File: src/rtl/cpu_defs.sv
// Shared pipeline definitions: forwarding selects, Tuse/Tnew encodings,
// HI/LO latency defaults and the basic hazard comparison.
package cpu_defs;

    localparam int TNEW_W = 2;
    typedef logic [TNEW_W-1:0] tnew_t;

    localparam logic [1:0] FWD_GRF = 2'd0;
    localparam logic [1:0] FWD_E   = 2'd1;
    localparam logic [1:0] FWD_M   = 2'd2;
    localparam logic [1:0] FWD_W   = 2'd3;

    localparam logic [1:0] TUSE_NONE = 2'd3;

    localparam int MULT_LAT_DEFAULT = 5;
    localparam int DIV_LAT_DEFAULT  = 10;

    // Operand src must wait on producer dst if the value is needed before it is made.
    function automatic logic src_wait(input logic [4:0] src, input logic [1:0] tuse,
                                      input logic [4:0] dst, input tnew_t tnew);
        return (src != 5'd0) && (tuse != TUSE_NONE) && (dst == src) && (tuse < tnew);
    endfunction

endpackage

File: src/rtl/md_timer.sv
// HI/LO busy timer: loaded on an accepted mult/div start, counts down to zero.
module md_timer #(
    parameter int MULT_LAT = 5,
    parameter int DIV_LAT  = 10
) (
    input  logic clk,
    input  logic reset,
    input  logic start,
    input  logic is_div,
    output logic busy
);

    localparam int LAT_W = $clog2(DIV_LAT + 1);

    logic [LAT_W-1:0] timer;

    assign busy = (timer != '0);

    // A start arriving while busy is dropped; the running count is not reloaded.
    always_ff @(posedge clk) begin
        if (reset) begin
            timer <= '0;
        end else if (start && !busy) begin
            timer <= is_div ? LAT_W'(DIV_LAT) : LAT_W'(MULT_LAT);
        end else if (busy) begin
            timer <= timer - LAT_W'(1);
        end
    end

endmodule

File: src/rtl/hazard_ctrl.sv
// Hazard controller for the 5-stage pipeline: stall/bubble generation,
// forwarding selects, HI/LO busy tracking and saturating stall counters.
module hazard_ctrl
    import cpu_defs::*;
#(
    parameter int MULT_LAT = MULT_LAT_DEFAULT,
    parameter int DIV_LAT  = DIV_LAT_DEFAULT,
    parameter int CNT_W    = 32
) (
    input  logic             clk,
    input  logic             reset,
    input  logic [4:0]       d_rs,
    input  logic [4:0]       d_rt,
    input  logic [1:0]       d_tuse_rs,
    input  logic [1:0]       d_tuse_rt,
    input  logic             d_is_md,
    input  logic [4:0]       e_rs,
    input  logic [4:0]       e_rt,
    input  logic [4:0]       m_rt,
    input  logic [4:0]       e_dst,
    input  logic [4:0]       m_dst,
    input  logic [4:0]       w_dst,
    input  tnew_t            e_tnew,
    input  tnew_t            m_tnew,
    input  logic             e_md_start,
    input  logic             e_md_div,
    output logic             pc_en,
    output logic             fd_en,
    output logic             de_clr,
    output logic             md_busy,
    output logic [1:0]       fwd_d_rs,
    output logic [1:0]       fwd_d_rt,
    output logic [1:0]       fwd_e_rs,
    output logic [1:0]       fwd_e_rt,
    output logic [1:0]       fwd_m_rt,
    output logic [CNT_W-1:0] stall_cnt,
    output logic [CNT_W-1:0] md_stall_cnt
);

    logic data_stall, md_stall, stall;

    md_timer #(.MULT_LAT(MULT_LAT), .DIV_LAT(DIV_LAT)) u_md_timer (
        .clk    (clk),
        .reset  (reset),
        .start  (e_md_start),
        .is_div (e_md_div),
        .busy   (md_busy)
    );

    // D operand: nearest ready producer wins; W is covered by GRF write-through.
    function automatic logic [1:0] sel_d(input logic [4:0] s, input logic [4:0] ed,
                                         input tnew_t et, input logic [4:0] md,
                                         input tnew_t mt);
        if (s == 5'd0)                 return FWD_GRF;
        if (ed == s && et == tnew_t'(0)) return FWD_E;
        if (md == s && mt == tnew_t'(0)) return FWD_M;
        return FWD_GRF;
    endfunction

    // E operand: M if ready, else W, else the D/E pipe register.
    function automatic logic [1:0] sel_e(input logic [4:0] s, input logic [4:0] md,
                                         input tnew_t mt, input logic [4:0] wd);
        if (s == 5'd0)                 return FWD_GRF;
        if (md == s && mt == tnew_t'(0)) return FWD_M;
        if (wd == s)                   return FWD_W;
        return FWD_GRF;
    endfunction

    // Stall detection and forwarding selects; reset forces the free-running state.
    always_comb begin
        data_stall = 1'b0;
        md_stall   = 1'b0;
        stall      = 1'b0;
        fwd_d_rs   = FWD_GRF;
        fwd_d_rt   = FWD_GRF;
        fwd_e_rs   = FWD_GRF;
        fwd_e_rt   = FWD_GRF;
        fwd_m_rt   = FWD_GRF;
        if (!reset) begin
            data_stall = src_wait(d_rs, d_tuse_rs, e_dst, e_tnew)
                       | src_wait(d_rs, d_tuse_rs, m_dst, m_tnew)
                       | src_wait(d_rt, d_tuse_rt, e_dst, e_tnew)
                       | src_wait(d_rt, d_tuse_rt, m_dst, m_tnew);
            md_stall   = d_is_md && (md_busy || e_md_start);
            stall      = data_stall || md_stall;
            fwd_d_rs   = sel_d(d_rs, e_dst, e_tnew, m_dst, m_tnew);
            fwd_d_rt   = sel_d(d_rt, e_dst, e_tnew, m_dst, m_tnew);
            fwd_e_rs   = sel_e(e_rs, m_dst, m_tnew, w_dst);
            fwd_e_rt   = sel_e(e_rt, m_dst, m_tnew, w_dst);
            fwd_m_rt   = (m_rt != 5'd0 && w_dst == m_rt) ? FWD_W : FWD_GRF;
        end
    end

    assign pc_en  = ~stall;
    assign fd_en  = ~stall;
    assign de_clr = stall;

    // Saturating stall counters; HI/LO count only when no data hazard is also present.
    always_ff @(posedge clk) begin
        if (reset) begin
            stall_cnt    <= '0;
            md_stall_cnt <= '0;
        end else begin
            if (stall && stall_cnt != '1)
                stall_cnt <= stall_cnt + CNT_W'(1);
            if (md_stall && !data_stall && md_stall_cnt != '1)
                md_stall_cnt <= md_stall_cnt + CNT_W'(1);
        end
    end

endmodule

File: config.mk
export PLATFORM = sky130hd
export DESIGN_NAME = hazard_ctrl
export DESIGN_NICKNAME = d
export VERILOG_FILES = /design/src/rtl/cpu_defs.sv /design/src/rtl/md_timer.sv /design/src/rtl/hazard_ctrl.sv
export SDC_FILE = /design/constraint.sdc
export NUM_CORES = 1
export LEC_CHECK = 0
export CORE_MARGIN = 5
export CORE_UTILIZATION = 53
export CTS_BUF_LIST = sky130_fd_sc_hd__clkbuf_8
export CTS_CLUSTER_DIAMETER = 150
export DETAILED_ROUTE_END_ITERATION = 10
export GPL_ROUTABILITY_DRIVEN = 1
export PLACE_DENSITY = 0.88
export SLEW_MARGIN = 20
export SYNTH_ARGS = -nofsm -noshare
export SYNTH_HDL_FRONTEND = slang
export SYNTH_SLANG_ARGS = --single-unit
export TNS_END_PERCENT = 20
File: constraint.sdc
create_clock -name clk -period 4.4 [get_ports clk]
set_input_delay 0.66 -clock clk [delete_from_list [all_inputs] [get_ports clk]]
set_output_delay 0.66 -clock clk [all_outputs]
set_load 0.03 [all_outputs]
======== After elaboration in Yosys (flattened, before gate mapping) ========
Index checks and enable logic that the tools add are counted.
operators by class
  bitwise logic cells ..................... 4
  $lt $le $gt $ge ......................... 4
  reductions and logical operators ........ 37
  equal/unequal tests ..................... 13
  mux-type cells .......................... 72
  $add $sub $neg .......................... 3
operators by type and width
  cell                   number
  $add 32x1->32 const B  2
  $ne 32x32->1 const B   2
  $mux 2                 30
  $eq 5x5->1             9
  $mux 1                 39
  $logic_and 1x1->1      22
  $logic_not 5->1        4
  $reduce_bool 5->1      3
  $mux 4                 3
  $lt 2x2->1             4
  $logic_not 2->1        2
  $ne 2x2->1 const B     2
  $reduce_bool 4->1      1
  $sub 4x1->4 const B    1
  $or 1x1->1             3
  $logic_not 1->1        2
  $logic_or 1x1->1       2
  $reduce_bool 2->1      1
  $not 1->1              1
word-level totals
  bits of input ports ..................... 53
  output and inout bits ................... 78
  logic and storage cells ................. 136
  bits in registers ....................... 68

======== Longest topological paths before layout ========
Gate-level depths: netlist (run 1).
  word-level depth ........................ 12
  gate-level depth with buffers ........... 11
  gate-level depth less buffers ........... 9

======== Cells and area by module ========
A second synthesis (run 1) with hierarchy kept.
unflattened totals
  cells, all modules ...................... 530
  area total of the unflattened synthesis .. 4225.3 um^2
by module, submodules not included
  module       cells each  sequential area each (um^2)  area an instance (um^2)  instances
  hazard_ctrl  505         1281.2                       3986.3                   1
  md_timer     25          80.1                         239.0                    1

======== Worst setup path before layout (run 1) ========
OpenSTA, ideal clock, no wires.
  kind .................................... in2out
  start ................................... input port reset
  end ..................................... output port fwd_m_rt[1]
  arrival time ............................ 2.655 ns
  stages on the path ...................... 5
  required time ........................... 3.740 ns
  setup slack ............................. 1.085 ns
  path through ............................ clkbuf_1 -> buf_1 -> clkbuf_1 -> nor4_1 -> buf_4
between the ends
  longest elaborated chain between the ends .. 1
RTL lines
  item                line               RTL
  start: declaration  hazard_ctrl.sv:11  input logic reset,
  $mux 2              hazard_ctrl.sv:79  if (!reset) begin
  end: declaration    hazard_ctrl.sv:35  output logic [1:0] fwd_m_rt,
Every way passes these cells.

======== Final worst setup path (run 1) ========
  start ................................... input port d_rs[1]
  end ..................................... output port fd_en
between the ends
  longest elaborated chain between the ends .. 10
RTL lines
  item                            line               RTL
  start: declaration              hazard_ctrl.sv:12  input logic [4:0] d_rs,
  $reduce_bool 5->1               cpu_defs.sv:21     return (src != 5'd0) && (tuse != TUSE_NONE) && (dst == src) && (tuse < tnew);
  $logic_and 1x1->1 (3 in a row)  cpu_defs.sv:21
  $or 1x1->1 (*)                  hazard_ctrl.sv:81  | src_wait(d_rs, d_tuse_rs, m_dst, m_tnew)
  $or 1x1->1 (*)                  hazard_ctrl.sv:82  | src_wait(d_rt, d_tuse_rt, e_dst, e_tnew)
  $or 1x1->1 (*)                  hazard_ctrl.sv:83  | src_wait(d_rt, d_tuse_rt, m_dst, m_tnew);
  $logic_or 1x1->1 (*)            hazard_ctrl.sv:85  stall = data_stall || md_stall;
  $mux 1 (*)                      hazard_ctrl.sv:79
  $not 1->1 (*)                   hazard_ctrl.sv:95  assign fd_en = ~stall;
  end: declaration                hazard_ctrl.sv:28  output logic fd_en,
Mark *: on every way between the ends. The rest lies on a longest branch, timed or not.

==> results of run 1 <==
[synth_stat cells, types with 3 or more instances]
| cell | count |
|---|---|
| buf_2 | 5 |
| nand2_1 | 46 |
| o31ai_1 | 22 |
| xor2_1 | 24 |
| nor2b_1 | 10 |
| nor3_1 | 17 |
| dfxtp_1 | 68 |
| nor4_2 | 4 |
| buf_4 | 9 |
| a21oi_1 | 49 |
| inv_1 | 23 |
| or3_1 | 24 |
| and3_1 | 13 |
| mux2_1 | 6 |
| o41ai_1 | 3 |
| or4_1 | 24 |
| nor4_1 | 11 |
| and2_1 | 4 |
| mux2_2 | 4 |
| clkbuf_1 | 10 |
| nand3_1 | 33 |
| buf_1 | 4 |
| a211oi_1 | 3 |
| and4_1 | 6 |
| xnor2_1 | 21 |
| nor2_1 | 31 |
| nand4_1 | 15 |
| o21ai_0 | 26 |
| ha_1 | 8 |
| mux2i_1 | 3 |
| o311ai_0 | 6 |
[logic make-up after synthesis]
logic type                 count (synthesis)  synth area share
and+or+nand+nor                          248             0.313
buffers and inverters                     53            0.0553
muxes                                     13            0.0320
DFF                                       68             0.306
adders and majority gates                  8            0.0225
xor gates and xnor gates                  45            0.0885
AOI/OAI and AO/OA                        128             0.183
[through the flow]
step           instance area, µm²  power [mW]  worst slack, ns  hold WS [ns]
6_report                     6020        1.66            0.617         0.497
3_5_place_dp                 5750        1.02            0.664         0.492
2_1_floorplan                4450       0.885             1.09         0.493
5_1_grt                      6020        1.73            0.492         0.530
3_3_place_gp                 5750       0.998            0.734         0.478
4_1_cts                      6010        1.67            0.661         0.503
[worst reg2reg max path, cell delays in order, from the launching register on]
cell and delay [ns]:
dfxtp_1 0.45, nand2_1 0.15, nor3_1 0.43, nand2_1 0.25, nor4_1 0.31, and4_1 0.75, nor4b_2 0.12, mux2_1 0.34
[cells in the final DEF (no fill, tap or decap), types with 13 or more instances in the layout]
cell type / count
nand2_1: 46
nor2_1: 31
dfxtp_1: 68
nor3_1: 17
clkdlybuf4s50_1: 127
nand4_1: 15
and3_1: 13
o21ai_0: 26
or4_1: 24
or3_1: 24
xnor2_1: 21
inv_1: 23
xor2_1: 24
o31ai_1: 22
a21oi_1: 49
nand3_1: 33
[final cells by class]
type	count	area (µm²)	share of cell area
inverters	24	90.1	0.0150
repair buffers	134	1320	0.220
flip-flops and latches	68	1360	0.226
multi-input cells	442	2860	0.475
clock buffers	11	151	0.0252
clock inverters	5	106	0.0177
well taps	105	131	0.0218
[state kept, by name, summed over array words and instances (netlist names)]
name	count
u_md_timer.timer	4
md_stall_cnt	32
stall_cnt	32
[metal layers]
metal	share of wire	up-vias	wire [µm]
met2	0.51	223	6520
met4	0.018	0	225
met3	0.081	22	1040
met1	0.39	2252	5030
met5	0	-	0
li1	-	2336	-
[path summary, 6_finish.rpt]
check,startpoint,endpoint,cells past startpoint
worst min register to register,stall_cnt[5],stall_cnt[5],1
worst max-delay path,d_rs[1],fd_en,8
worst min-delay path,stall_cnt[5],stall_cnt[5],1
worst max register to register,stall_cnt[8],stall_cnt[14],7
[where the power goes]
group          switching (mW)  total [mW]  leakage, nW  internal [mW]
Combinational           0.204       0.352         1.31          0.148
Clock                   0.248       0.658        0.126          0.410
Sequential             0.0189       0.654        0.549          0.636
Total                   0.471        1.66         1.98           1.19
==> flow_summary.yaml, run 1 <==
outcome:
  outcome: "complete, no violations"
worst_setup_path:
  slowest_stage: "or4_1"
  critical_path.most_common_cell: "buf_4"
  end_kind: "output pin"
  crit_fanout: 54
  crit_family: "buffers and inverters"
  path_class: "in2out"
  path_cells: "clkdlybuf4s50_1, or4_1, nor2_2, nor2_1, nand2_1, o221a_1, buf_4, buf_4"
  r2r_slack_ns: 1.49
  cp_data_arrival_time_ns: 3.12
  start_kind: "input pin"
  timing.critical_path.buf_inv: 3
  worstPathRequired_ns: 3.74
  critical-path-max-stage-delay_ns: 0.56
floorplan:
  die_h_um: 102
  die_w_um: 102
  row_count: 33
  die_area_mm2: 0.0103
  start_util: 0.542
  coreArea_mm2: 0.00822
  pin_count: 131
cells_and_area:
  drive_above_1_share: 0.0629
  final_util: 0.732
  n_fill_cell: 636
  num_antenna_cells: 0
  fin_cells: 789
  layout.nets: 740
  syn_to_final_growth_pct: 35.1
sta:
  tightest_slew_ns: 0.836
  fin_tns_setup_ns: 0
  final-setup-viol-count: 0
  slew_viol_final: 0
  fin_worst_skew_ns: 0.0105
  rsz0062_at_grt: "no"
  max-slew-margin-rel: 0.442
  hold_viol_final: 0
  max_freq_ghz: 0.264
  min_period_ns: 3.78
  finalCritPeriodShare: 0.860
synthesis:
  synth-async-reset-ratio: 0
  yosysTopAreaCellShare: 0.306
  synth_area_mm2: 0.00445
  synthCells: 563
  syn_avg_cell_area_um2: 7.91
  ys_warn_count: 0
  postSynthNetCount: 624
  ys.flop_type: "dfxtp_1"
  synth_top_cell_by_area: "dfxtp_1"
  ys_types: 54
  synth_area_leaders: "dfxtp_1 31%, a21oi_1 5.5%, xor2_1 4.7%"
  ys_seq_elements: 68
  seq_area_frac_synth: 0.306
  synth_edf_count: 0
route:
  drt_iter0_markers: 375
  dr_total_vias: 4833
  ant_nets: 0
  vias_per_cell: 6.13
  wl_per_cell_um: 16.2
  routed_wl_um: 12800
  drcViolationCount: 0
  first_pass_iters: 5
power_and_ir_drop:
  vdd_drop_max_uv: 202
  leakage_nw: 1.98
  power_density_mw_per_mm2: 277
clock_tree:
  cts_made_buffers: 9
  postCtsResizedCells: 0
  max-clock-path-buffers: 2
  cts_tree: "built"
  cts_max_level: 3
  postCtsHoldBufs: 0
  cts_setup_buffers: 0
  clk_pin_slew_ns: 0.08
  clk_latency_ns: 0.34
  cts_root_buffer: "clkbuf_8"
  clock-sinks: 68
global_routing:
  met1_usage: 0.286
  grt_use_met2: 0.434
  grt_usage: 0.243
  met3_usage: 0.0558
  grt_max_degree: 55
  busiest_layer: "met2"
  grt_pass1_vias: 4571
  grt_pass1_wl_um: 20700
  antenna_found_initial: 0
  grt.overflow.total: 0
place:
  dp_hpwl_um: 9650
  place.port_buffers: 130
  routabilityCongestion: 0.907
  dp.cells: 773
worst_hold_path:
  hold_path.class: "reg2reg"
job:
  drv_cap: 0
Note: power is estimated with default switching activity, not from simulation.
==> run 2: changes to the inputs <==
HOLD_SLACK_MARGIN = 0.15   (was not set)
==> results of run 2 <==
Final layout, timing and power as in run 1 (identical DEF).
==> run 3: changes to the inputs <==
CORE_UTILIZATION = 52   (was 53)
SYNTH_HIERARCHICAL = 1   (was not set)
==> flow_summary.yaml, run 3 <==
outcome:
  outcome: "complete, no violations"
route:
  first_pass_iters: 4
  drt_iter0_markers: 257
  vias_per_cell: 5.75
  routed_wl_um: 12500
  drcViolationCount: 0
  ant_nets: 0
  dr_total_vias: 4356
  wl_per_cell_um: 16.5
power_and_ir_drop:
  vdd_drop_max_uv: 252
  leakage_nw: 1.99
  power_density_mw_per_mm2: 263
cells_and_area:
  drive_above_1_share: 0.0519
  layout.nets: 711
  multi_input_area_mm2: 0.00272
  layout_commonest_cell: "clkdlybuf4s50_1"
  top_regs: "md_stall_cnt x32, stall_cnt x32, u_md_timer/timer x4"
  syn_to_final_growth_pct: 36.2
  final_cell_mix: "129 x clkdlybuf4s50_1, 68 x nor2_1, 68 x dfxtp_1, 52 x xnor2_1, 45 x nand3_1"
  final_util: 0.737
  register_area_mm2: 0.00136
  fin_area_mm2: 0.00575
  n_fill_cell: 600
  num_antenna_cells: 0
sta:
  fin_tns_setup_ns: 0
  rsz0062_at_grt: "no"
  hold_viol_final: 0
  min_period_ns: 3.98
  holdWs_ns: 0.493
  max_freq_ghz: 0.251
  fin_worst_skew_ns: 0.0116
  tightest_slew_ns: 0.963
  final-setup-viol-count: 0
  max-slew-margin-rel: 0.358
  slew_viol_final: 0
  finalCritPeriodShare: 0.904
global_routing:
  antenna_found_initial: 0
  grt_max_degree: 70
  grt_pass1_vias: 4220
  grt_pass1_wl_um: 20300
  grt.overflow.total: 0
  grt_usage: 0.245
synthesis:
  syn_avg_cell_area_um2: 7.97
  synth_edf_count: 0
  seq_area_frac_synth: 0.322
  synth_simple_gate_area_share: 0.340
  yosys.area_share.xor_xnor: 0.189
  synth_commonest_cells: "68 x dfxtp_1, 68 x nor2_1, 52 x xnor2_1, 45 x nand3_1, 39 x xor2_1"
  synth_top_cell_by_area: "dfxtp_1"
  synthCells: 530
  postSynthNetCount: 591
  ys_warn_count: 6
  ys_types: 51
  synthMuxAreaShare: 0.00503
  synth-async-reset-ratio: 0
  ys.flop_type: "dfxtp_1"
  synth_compound_area_frac: 0.0844
  synth_top_family_by_area: "simple AND/OR/NAND/NOR gates"
  ys_seq_elements: 68
  yosysTopAreaCellShare: 0.322
  synth_area_leaders: "dfxtp_1 32%, xnor2_1 11%, xor2_1 8.1%"
  synthAdderAreaFrac: 0.0237
  synth_area_mm2: 0.00423
worst_setup_path:
  crit_family: "buffers and inverters"
  crit_path_start: "m_dst[1]"
  timing.critical_path.buf_inv: 3
  worstPathRequired_ns: 3.74
  start_kind: "input pin"
  r2r_slack_ns: 1.52
  crit_fanout: 4
  critical_path.most_common_cell: "clkdlybuf4s50_1"
  path_cells: "clkdlybuf4s50_1, xnor2_1, nand3_1, nor4_1, a32o_1, nor3b_2, or2_2, inv_1, clkdlybuf4s50_1"
  rr_startpoint: "stall_cnt[3]"
  path_class: "in2out"
  cp_data_arrival_time_ns: 3.32
  end_kind: "output pin"
  critical-path-max-stage-delay_ns: 0.66
  slowest_stage: "clkdlybuf4s50_1"
clock_tree:
  clock-sinks: 68
  cts_setup_buffers: 0
  cts_made_buffers: 9
  cts_root_buffer: "clkbuf_8"
  postCtsHoldBufs: 0
  clk_pin_slew_ns: 0.08
  clk_latency_ns: 0.35
  cts_max_level: 3
  cts_tree: "built"
  max-clock-path-buffers: 2
  postCtsResizedCells: 0
worst_hold_path:
  hold_path.class: "reg2reg"
  hp-start: "md_stall_cnt[4]"
floorplan:
  pin_count: 131
  coreArea_mm2: 0.00781
  row_count: 32
  die_w_um: 100
  die_h_um: 100
  start_util: 0.541
  die_area_mm2: 0.0100
job:
  drv_cap: 0
place:
  placed_cell_area_mm2: 0.00558
  dp_hpwl_um: 9010
  place.port_buffers: 130
  routabilityCongestion: 0.935
run 3: changes by cell type in the layout (fill, tap and decap cells not counted), sizes merged, moves of 16 or more:
cell | before | now
nor2 | 32 | 69
o31ai | 22 | 5
a21oi | 49 | 20
nand2 | 47 | 22
xnor2 | 21 | 52
or4 | 24 | 8
run 3: where the power goes:
| part | internal, mW | switching (mW) | total, mW |
|---|---|---|---|
| clock | 0.214 | 0.236 | 0.450 |
| combinational | 0.180 | 0.215 | 0.395 |
| sequential | 0.639 | 0.0283 | 0.668 |
| total | 1.03 | 0.479 | 1.51 |
run 3: path summary, 6_finish.rpt:
kind | to | cells past startpoint
worst max-delay path | de_clr | 9
worst max register to register | stall_cnt[27] | 7
worst min register to register | md_stall_cnt[4] | 1
worst min-delay path | md_stall_cnt[4] | 1
run 3: stage by stage:
stage | setup slack, ns | instances | total power [mW]
3_5_place_dp | 0.437 | 741 | 1.07
4_1_cts | 0.434 | 757 | 1.52
3_3_place_gp | 0.503 | 741 | 1.06
5_1_grt | 0.256 | 757 | 1.59
6_report | 0.421 | 757 | 1.51
2_1_floorplan | 0.943 | 530 | 0.923
run 3: cell type report:
type | instances | share of cell area
Clock buffer | 10 | 0.0239
Sequential cell | 68 | 0.237
Timing Repair Buffer | 135 | 0.232
Tap cell | 102 | 0.0222
Inverter | 12 | 0.00783
Multi-Input combinational cell | 424 | 0.472
Clock inverter | 6 | 0.00544
run 3: worst register-to-register path, stage by stage (launching register included):
cell	delay, ns
dfxtp_1	0.45
and4_1	0.27
and3_1	0.45
and3_1	0.28
and4_1	0.85
nand4bb_1	0.27
o21ai_0	0.10
a21oi_1	0.16
run 3: cells by family (layout without fill, tap and decap cells):
kind of cell / after synthesis / after routing
fa+ha+maj: 8 / 8
flops: 68 / 68
buf+inv: 38 / 163
simple gates: 268 / 268
mux: 2 / 2
xor+xnor: 91 / 91
compound gates: 55 / 55
run 3: metal layers:
| metal | routed length (µm) | up-vias | track usage |
|---|---|---|---|
| met1 | 5330 | 2045 | 0.307 |
| met5 | 0 | - | 0 |
| met2 | 5870 | 180 | 0.409 |
| li1 | - | 2116 | - |
| met3 | 1080 | 15 | 0.0667 |
| met4 | 193 | 0 | 0.0756 |
